[src/rtl/comm_pkg.sv]
// Shared types and constants for the PSDU packetizer and its CRC engine.
package comm_pkg;

  typedef enum logic [2:0] {
    IDLE,
    LOAD,
    DROP,
    PHR,
    DATA,
    FCS0,
    FCS1,
    GAP
  } pkt_state_e;

  localparam logic [15:0] CRC16_POLY_REFL = 16'h8408;
  localparam int unsigned PHR_LEN_W       = 7;
  localparam int unsigned FCS_BYTES       = 2;
  localparam int unsigned BUF_DEPTH       = 128;
  localparam int unsigned PTR_W           = 7;

  // One byte of CRC-16/KERMIT (reflected 0x1021), LSB of the data byte first.
  function automatic logic [15:0] crc16_byte(input logic [15:0] crc, input logic [7:0] data);
    logic [15:0] c;
    c = crc;
    for (int unsigned i = 0; i < 8; i++) begin
      if (c[0] ^ data[i]) begin
        c = (c >> 1) ^ CRC16_POLY_REFL;
      end else begin
        c = c >> 1;
      end
    end
    return c;
  endfunction

endpackage

[src/rtl/psdu_crc16.sv]
// Byte-wide CRC-16/KERMIT accumulator; clear has priority over en.
module psdu_crc16
  import comm_pkg::*;
(
  input  logic        clk,
  input  logic        reset_n,
  input  logic        clear,
  input  logic        en,
  input  logic [7:0]  data,
  output logic [15:0] crc
);

  logic [15:0] crc_q;
  logic [15:0] crc_d;

  // Next CRC: clear to zero, fold in one byte, or hold.
  always_comb begin
    crc_d = crc_q;
    if (clear) begin
      crc_d = '0;
    end else if (en) begin
      crc_d = crc16_byte(crc_q, data);
    end
  end

  // CRC register.
  always_ff @(posedge clk or negedge reset_n) begin
    if (!reset_n) begin
      crc_q <= '0;
    end else begin
      crc_q <= crc_d;
    end
  end

  assign crc = crc_q;

endmodule

[src/rtl/psdu_packetizer.sv]
// Buffers one MAC payload, then emits PHR, payload and FCS bytes paced at
// one strobe per BYTE_PERIOD clocks, followed by an inter-frame gap.
module psdu_packetizer
  import comm_pkg::*;
#(
  parameter int unsigned BYTE_PERIOD = 8,
  parameter int unsigned MAX_PAYLOAD = 125,
  parameter int unsigned IFS_PERIODS = 4
) (
  input  logic       clk,
  input  logic       reset_n,
  input  logic [7:0] mac_data,
  input  logic       mac_valid,
  input  logic       mac_last,
  output logic       mac_ready,
  output logic [7:0] phr_psdu_out,
  output logic       phr_psdu_out_valid,
  output logic       tx_busy,
  output logic       frame_drop
);

  localparam int unsigned GAP_CLKS = IFS_PERIODS * BYTE_PERIOD - 1;
  localparam int unsigned CNT_W    = $clog2(IFS_PERIODS * BYTE_PERIOD + 1);

  pkt_state_e           state_q, state_d;
  logic [PTR_W-1:0]     wr_ptr_q, wr_ptr_d;
  logic [PTR_W-1:0]     rd_ptr_q, rd_ptr_d;
  logic [PHR_LEN_W-1:0] len_q, len_d;
  logic [CNT_W-1:0]     cnt_q, cnt_d;
  logic [7:0]           hold_q;
  logic                 drop_q, drop_d;

  logic                 buf_we;
  logic                 crc_en;
  logic                 crc_clear;
  logic [15:0]          crc;
  logic                 ready_state;
  logic                 strobe;
  logic [7:0]           cur_byte;
  logic [7:0]           buf_mem [BUF_DEPTH];

  psdu_crc16 u_crc (
    .clk     (clk),
    .reset_n (reset_n),
    .clear   (crc_clear),
    .en      (crc_en),
    .data    (mac_data),
    .crc     (crc)
  );

  // Next-state, pointer, length and pacing-counter logic.
  always_comb begin
    state_d   = state_q;
    wr_ptr_d  = wr_ptr_q;
    rd_ptr_d  = rd_ptr_q;
    len_d     = len_q;
    cnt_d     = cnt_q;
    drop_d    = 1'b0;
    buf_we    = 1'b0;
    crc_en    = 1'b0;
    crc_clear = 1'b0;
    case (state_q)
      IDLE, LOAD: begin
        cnt_d = '0;
        if (mac_valid) begin
          // Byte MAX_PAYLOAD+1: oversize. If it is also the last byte the
          // frame is discarded at once, otherwise the rest is drained in DROP.
          if (wr_ptr_q == PTR_W'(MAX_PAYLOAD)) begin
            if (mac_last) begin
              drop_d    = 1'b1;
              crc_clear = 1'b1;
              wr_ptr_d  = '0;
              len_d     = '0;
              state_d   = IDLE;
            end else begin
              state_d = DROP;
            end
          end else begin
            buf_we   = 1'b1;
            crc_en   = 1'b1;
            wr_ptr_d = wr_ptr_q + PTR_W'(1);
            if (mac_last) begin
              len_d    = wr_ptr_q + PTR_W'(1);
              wr_ptr_d = '0;
              rd_ptr_d = '0;
              state_d  = PHR;
            end else begin
              state_d = LOAD;
            end
          end
        end
      end
      DROP: begin
        cnt_d = '0;
        if (mac_valid && mac_last) begin
          drop_d    = 1'b1;
          crc_clear = 1'b1;
          wr_ptr_d  = '0;
          len_d     = '0;
          state_d   = IDLE;
        end
      end
      PHR: begin
        if (cnt_q == CNT_W'(BYTE_PERIOD - 1)) begin
          cnt_d   = '0;
          state_d = DATA;
        end else begin
          cnt_d = cnt_q + CNT_W'(1);
        end
      end
      DATA: begin
        if (cnt_q == CNT_W'(BYTE_PERIOD - 1)) begin
          cnt_d = '0;
          if (rd_ptr_q == len_q - PHR_LEN_W'(1)) begin
            state_d = FCS0;
          end else begin
            rd_ptr_d = rd_ptr_q + PTR_W'(1);
          end
        end else begin
          cnt_d = cnt_q + CNT_W'(1);
        end
      end
      FCS0: begin
        if (cnt_q == CNT_W'(BYTE_PERIOD - 1)) begin
          cnt_d   = '0;
          state_d = FCS1;
        end else begin
          cnt_d = cnt_q + CNT_W'(1);
        end
      end
      FCS1: begin
        // FCS1 lives only for its strobe cycle; the gap starts right after.
        cnt_d   = '0;
        state_d = GAP;
      end
      GAP: begin
        if (cnt_q == CNT_W'(GAP_CLKS - 1)) begin
          cnt_d     = '0;
          crc_clear = 1'b1;
          len_d     = '0;
          rd_ptr_d  = '0;
          state_d   = IDLE;
        end else begin
          cnt_d = cnt_q + CNT_W'(1);
        end
      end
      default: begin
        state_d = IDLE;
      end
    endcase
  end

  // Control state registers.
  always_ff @(posedge clk or negedge reset_n) begin
    if (!reset_n) begin
      state_q  <= IDLE;
      wr_ptr_q <= '0;
      rd_ptr_q <= '0;
      len_q    <= '0;
      cnt_q    <= '0;
      hold_q   <= '0;
      drop_q   <= 1'b0;
    end else begin
      state_q  <= state_d;
      wr_ptr_q <= wr_ptr_d;
      rd_ptr_q <= rd_ptr_d;
      len_q    <= len_d;
      cnt_q    <= cnt_d;
      hold_q   <= phr_psdu_out;
      drop_q   <= drop_d;
    end
  end

  // Payload buffer write port; contents need no reset.
  always_ff @(posedge clk) begin
    if (buf_we) begin
      buf_mem[wr_ptr_q] <= mac_data;
    end
  end

  // Byte presented on the current strobe, selected by the transmit state.
  always_comb begin
    cur_byte = hold_q;
    case (state_q)
      PHR:     cur_byte = {1'b0, len_q + PHR_LEN_W'(FCS_BYTES)};
      DATA:    cur_byte = buf_mem[rd_ptr_q];
      FCS0:    cur_byte = crc[7:0];
      FCS1:    cur_byte = crc[15:8];
      default: cur_byte = hold_q;
    endcase
  end

  assign ready_state        = (state_q == IDLE) || (state_q == LOAD) || (state_q == DROP);
  // Gated by reset_n so the upstream sees no readiness while reset is held.
  assign mac_ready          = reset_n && ready_state;
  assign strobe             = (cnt_q == '0) &&
                              ((state_q == PHR) || (state_q == DATA) ||
                               (state_q == FCS0) || (state_q == FCS1));
  assign phr_psdu_out_valid = strobe;
  assign phr_psdu_out       = strobe ? cur_byte : hold_q;
  assign tx_busy            = (state_q == PHR) || (state_q == DATA) || (state_q == FCS0) ||
                              (state_q == FCS1) || (state_q == GAP);
  assign frame_drop         = drop_q;

endmodule

[config.mk]
export PLATFORM = sky130hd
export DESIGN_NAME = psdu_packetizer
export DESIGN_NICKNAME = d
export VERILOG_FILES = /design/src/rtl/comm_pkg.sv /design/src/rtl/psdu_crc16.sv /design/src/rtl/psdu_packetizer.sv
export SDC_FILE = /design/constraint.sdc
export NUM_CORES = 1
export LEC_CHECK = 0
export CORE_MARGIN = 2
export CORE_UTILIZATION = 50
export CTS_BUF_LIST = sky130_fd_sc_hd__clkbuf_8 sky130_fd_sc_hd__clkbuf_16
export DETAILED_ROUTE_END_ITERATION = 6
export PLACE_DENSITY = 0.76
export SYNTH_ARGS = -nofsm -noshare
export SYNTH_HDL_FRONTEND = slang
export SYNTH_SLANG_ARGS = --single-unit
[constraint.sdc]
create_clock -name clk -period 4.52 [get_ports clk]
set_clock_uncertainty 0.15 [all_clocks]
set_input_delay 0.904 -clock clk [delete_from_list [all_inputs] [get_ports clk]]
set_output_delay 0.904 -clock clk [all_outputs]
set_load 0.005 [all_outputs]
Word level (Yosys, flattened, before mapping)
Memory sizes are Yosys's and may differ from the RTL's.
Cells that the tools add are included.
{ "word_totals": {"inputBits": 12, "output_inout_bits": 12, "ramBits": 1024, "wordCells": 142, "memories": 1, "regBits": 55} }
{ "mem_list": {"columns": ["name", "depth", "word_bits", "read_ports", "rd_clocked_by_memory_dff", "write_ports", "line_no", "source"], "rows": [
  ["buf_mem", 128, 8, 1, 0, 1, "psdu_packetizer.sv:40", "logic [7:0] buf_mem [BUF_DEPTH];"]
]} }
{ "classes": {"bitwise_logic": 16, "addsub": 5, "n_reduce_logical": 22, "eq_ne": 22, "muxes": 68} }
{ "op_table": {"columns": ["op", "n"], "rows": [
  ["2-to-1 mux 16 bit", 24],
  ["2-to-1 mux 7 bit", 13],
  ["one-hot mux 7 bit (3 select lines)", 2],
  ["one-hot mux 8 bit (4 select lines)", 1],
  ["2-to-1 mux 3 bit", 8],
  ["inverter 2 -> 3 bit", 8],
  ["one-hot mux 3 bit (7 select lines)", 1],
  ["!= test 2 bit (second input constant)", 10],
  ["one-hot mux 6 bit (3 select lines)", 1],
  ["adder 7 x 1 -> 7 bit (second input constant)", 2],
  ["one-hot mux 7 bit (2 select lines)", 1],
  ["AND reduction 7 bit", 2],
  ["equality test 3 bit (second input constant)", 4],
  ["2-to-1 mux 6 bit", 2],
  ["2-to-1 mux 1 bit", 10],
  ["2-to-1 mux 8 bit", 1],
  ["bitwise XOR 1 bit", 8],
  ["adder 7 x 2 -> 7 bit (second input constant)", 1],
  ["equality test 7 bit", 1],
  ["equality test 7 bit (second input constant)", 1],
  ["subtractor 7 x 1 -> 7 bit (second input constant)", 1],
  ["adder 6 x 1 -> 6 bit (second input constant)", 1],
  ["equality test 3 x 2 -> 1 bit (second input constant)", 2],
  ["equality test 6 x 3 -> 1 bit (second input constant)", 1],
  ["17 further kinds", 27]
]} }

Depth between registers and ports, before layout
{ "depth": {"word_depth": 34, "mapped_depth": 13, "mapped_depth_nobuf": 11} }

Hierarchy
Synthesis repeated with hierarchy kept, for this count alone.
{ "hier_totals": {"cells_unflattened": 2273, "area_unflattened_um2": 43720.7} }
{ "modules_own_cells": {"columns": ["mod", "n_inst", "seq_area_each_um2", "area_per_inst_um2", "cells_each"], "rows": [
  ["psdu_packetizer", 1, 31725.4, 42669.7, 2194],
  ["psdu_crc16", 1, 400.4, 1051.0, 79]
]} }

Worst setup path after synthesis
No wires, ideal clock.
{ "synth_timing": {"path_kind": "register to output", "start": "reg rd_ptr_q[0]", "end": "out phr_psdu_out[6]", "n_path_buf": 2, "arrival_time_ns": 2.289, "setup_slack_ns": 1.177, "t_required_ns": 3.466, "path_stages_with_launch": 9, "cell_sequence": "dfrtp_1 -> buf_4 -> buf_4 -> mux4_2 -> a22oi_2 -> nand3_1 -> a2111oi_2 -> a21oi_1 -> o32a_1"} }
{ "synth_via": {"elab_chain_cells": 3} }
{ "synth_lines": {"columns": ["item", "line_no", "source"], "rows": [
  ["start, declared", "psdu_packetizer.sv:27", "logic [PTR_W-1:0] rd_ptr_q, rd_ptr_d;"],
  ["start signal, assigned", "psdu_packetizer.sv:166", "rd_ptr_q <= rd_ptr_d;"],
  ["memory read (128 x 8 bit)", null, null],
  ["one-hot mux 8 bit (4 select lines)", "psdu_packetizer.sv:184", "case (state_q)"],
  ["2-to-1 mux 8 bit", "psdu_packetizer.sv:200", "assign phr_psdu_out = strobe ? cur_byte : hold_q;"],
  ["end, declared", "psdu_packetizer.sv:16", "output logic [7:0] phr_psdu_out,"]
]} }
Every way passes these cells.

Worst setup path in the final report
{ "layout_timing": {"start": "reg rd_ptr_q[0]", "end": "out phr_psdu_out[2]"} }
The elaborated chain is that of the path after synthesis.

==> results.txt <==
Status: complete, but fails checks
Failing checks: setup timing
Row Count: 108
Overflow after GRT: 0
Total track usage: 25.0%
Worst R2R End: buf_mem[101][1]
First-pass GRT wire length: 163 mm
Critical path type: register to output pin
Seq/Total Area, Yosys: 74.1%
Port Buffers: 23
Min Tclk post-route: 4.72 ns
Actual slew at the worst max-slew pin: 1.00 ns
CTS tree: yes
Synth Flop Type: edfxtp_1
CP Capture Type: output pin
Initial antenna violation count: 2
Cell area after synthesis: 0.0434 mm^2
Largest net degree at the start of global routing: 93
R2R Path Start: wr_ptr_q[5]
Synth warn: 0
Pins Over Slew Limit: 0
Part of the cycle the worst path needs: 104%
GP Congestion: 0.939
Yosys top cell by area: edfxtp_1
CTS Buf Count: 104
Maximum VDD drop: 468 uV
Mapped Nets: 2328
Max_cap viols: 0
Critical path's slowest cell: dfrtp_4
CP arrival: 3.67 ns
R2R cell count: 7
Final Power: 21.9 mW
DRC: 0
Die H: 299 um
Slew headroom: 33.0%
Area Growth Syn to Fin: 17.1%
Register-to-register setup slack: 0.98 ns
# IOs: 24
Vias: 24110
Final hold violation count: 0
Main area contributors after synthesis: edfxtp_1, mux4_2, mux2i_1
Die W: 299 um
Seq cells post-synth: 1079
Pre-Repair DR Iteration Count: 6
Starting Density: 50.2%
Setup_tns: -0.763 ns
CTS sink cnt: 1079
Worst Hold Class: input pin to async pin
RSZ-0062 raised after global routing: yes
Worst EP required: 3.47 ns
Post-synth ARST share: 5.10%
Vias in the first global route: 24147
Final Setup Violations: 7
Netlist cell types: 68
Max Root-Sink Buffers: 3
HPWL Detailed: 67.8 mm
Post-synth EDFFs: 1024
Synth Instances: 2305
End-of-flow core utilization: 58.8%
Clock transition at path regs: 0.06 ns
Ant diodes: 0
Initial DRC count: 3384
Clock latency on the worst-skew pair: 0.70 ns
Pwr dens: 431 mW/mm^2
Clock Tree Root: clkbuf_16
CP Max Fanout: 6
Antenna viol nets, final: 0
Yosys top cell area share: 70.9%
Crit start category: register
Net count, final: 2574
CP max stage delay: 0.51 ns
Post-cts hold buffer count: 0
Mean post-synth cell area: 18.8 um^2
Die ar.: 0.0891 mm^2
Vias per cell: 6.35
Worst path cell trace: buf_12 -> buf_12 -> buf_16 -> buf_6 -> mux4_2 -> mux4_2 -> or2_4 -> a311oi_4 -> o31ai_4 -> buf_2
H-tree levels: 3
Final WS setup: -0.200 ns
Achievable frequency: 0.212 GHz
Total leakage power: 16.2 nW
Core area: 0.0863 mm^2
Drt total wl: 111 mm
Share of cells above drive strength 1: 27.7%
WL/cell: 29.3 um
layout by cell type (no fill, tap or decap), types with 20 or more instances in the layout:
| cell type | n |
|---|---|
| a21oi_1 | 48 |
| a22oi_1 | 33 |
| buf_12 | 24 |
| buf_4 | 196 |
| buf_6 | 23 |
| clkbuf_16 | 106 |
| clkinv_1 | 21 |
| dfrtp_1 | 50 |
| edfxtp_1 | 1024 |
| inv_1 | 33 |
| mux2i_1 | 154 |
| mux4_2 | 199 |
| nand2_1 | 79 |
| nand3_1 | 26 |
| nor2_1 | 178 |
| o21ai_0 | 38 |
| xnor2_1 | 22 |
| xor2_1 | 20 |
state kept, by name, summed over array words and instances, names as in the netlist:
name        cells
frame_drop      1
hold_q          8
rd_ptr_q        7
buf_mem      1024
wr_ptr_q        7
state_q         3
u_crc.crc      16
cnt_q           6
len_q           7
per-layer routing:
| metal | track usage, % | part of all wire (%) | vias to the layer above |
|---|---|---|---|
| li1 | - | - | 9837 |
| met1 | 34.3 | 36 | 12323 |
| met2 | 38.5 | 47 | 1662 |
| met3 | 5.74 | 12 | 284 |
| met4 | 11.6 | 4.6 | 4 |
| met5 | 0 | 0.021 | - |
area by class of cell:
cell class	count	area, um^2
clock buffer	111	2720
timing repair buffer	273	2760
clock inverter	83	732
inverter	13	48.8
sequential	1079	32100
fill	5917	35600
tap	1155	1450
multi-input combinational	1080	10900
critical path: cells and delay by family (launching register included):
family / cells / cell delay [ns]
multiplexers: 2 / 0.93
buffers and inverters: 5 / 0.73
AO/OA/AOI/OAI: 2 / 0.53
flip-flops: 1 / 0.51
AND/OR/NAND/NOR: 1 / 0.26
where the power goes:
group          internal (mW)  switching (mW)
logic                  0.670            1.18
registers               11.1           0.163
clock network           5.03            3.71
total                   16.8            5.05
metrics by stage:
| step | instances | setup WS (ns) | hold slack [ns] | cell area [um^2] |
|---|---|---|---|---|
| CTS | 3781 | -0.209 | 0.245 | 50400 |
| global placement | 3543 | -0.0544 | 0.317 | 45900 |
| finish | 3794 | -0.200 | 0.223 | 50800 |
| detailed placement | 3543 | -0.108 | 0.354 | 45900 |
| global route | 3794 | -0.213 | 0.299 | 50800 |
| floorplan | 2305 | 1.18 | 0.304 | 43400 |
timing repair:
item / 4_1_cts / 5_1_grt
buffers inserted: 40 / 19
cloned: 5 / 0
gates resized for setup: 169 / 61
setup endpoints to repair: 8 / 8
pin swaps: 34 / 31
cell families after synthesis:
| logic type | Yosys count | synth area share (%) |
|---|---|---|
| flops | 1079 | 74.1 |
| xor+xnor | 43 | 0.900 |
| buf+inv | 146 | 2.12 |
| compound gates | 286 | 4.49 |
| fa+ha+maj | 11 | 0.317 |
| simple gates | 370 | 3.74 |
| mux | 370 | 14.4 |
worst max path at each step:
stage,depth (start not counted),endpoint,from,slack [ns]
after CTS,10,phr_psdu_out[2],rd_ptr_q[0],-0.21
after floorplan,8,phr_psdu_out[6],rd_ptr_q[0],1.18
after global routing,12,phr_psdu_out[7],rd_ptr_q[0],-0.21
after global placement,8,phr_psdu_out[4],rd_ptr_q[3],-0.05
after detailed placement,10,phr_psdu_out[7],rd_ptr_q[1],-0.11
final,10,phr_psdu_out[2],rd_ptr_q[0],-0.20
Yosys cell counts, types with 21 or more instances:
library cell	n
xnor2_1	22
dfrtp_1	55
o221ai_1	21
nor2_1	185
mux2i_1	165
edfxtp_1	1024
a21oi_1	60
a22oi_1	38
o21ai_0	52
mux4_2	197
clkbuf_1	62
a211oi_1	22
nand2_1	83
buf_2	28
nand3_1	27
No activity file was read; power rests on OpenSTA's default activity.
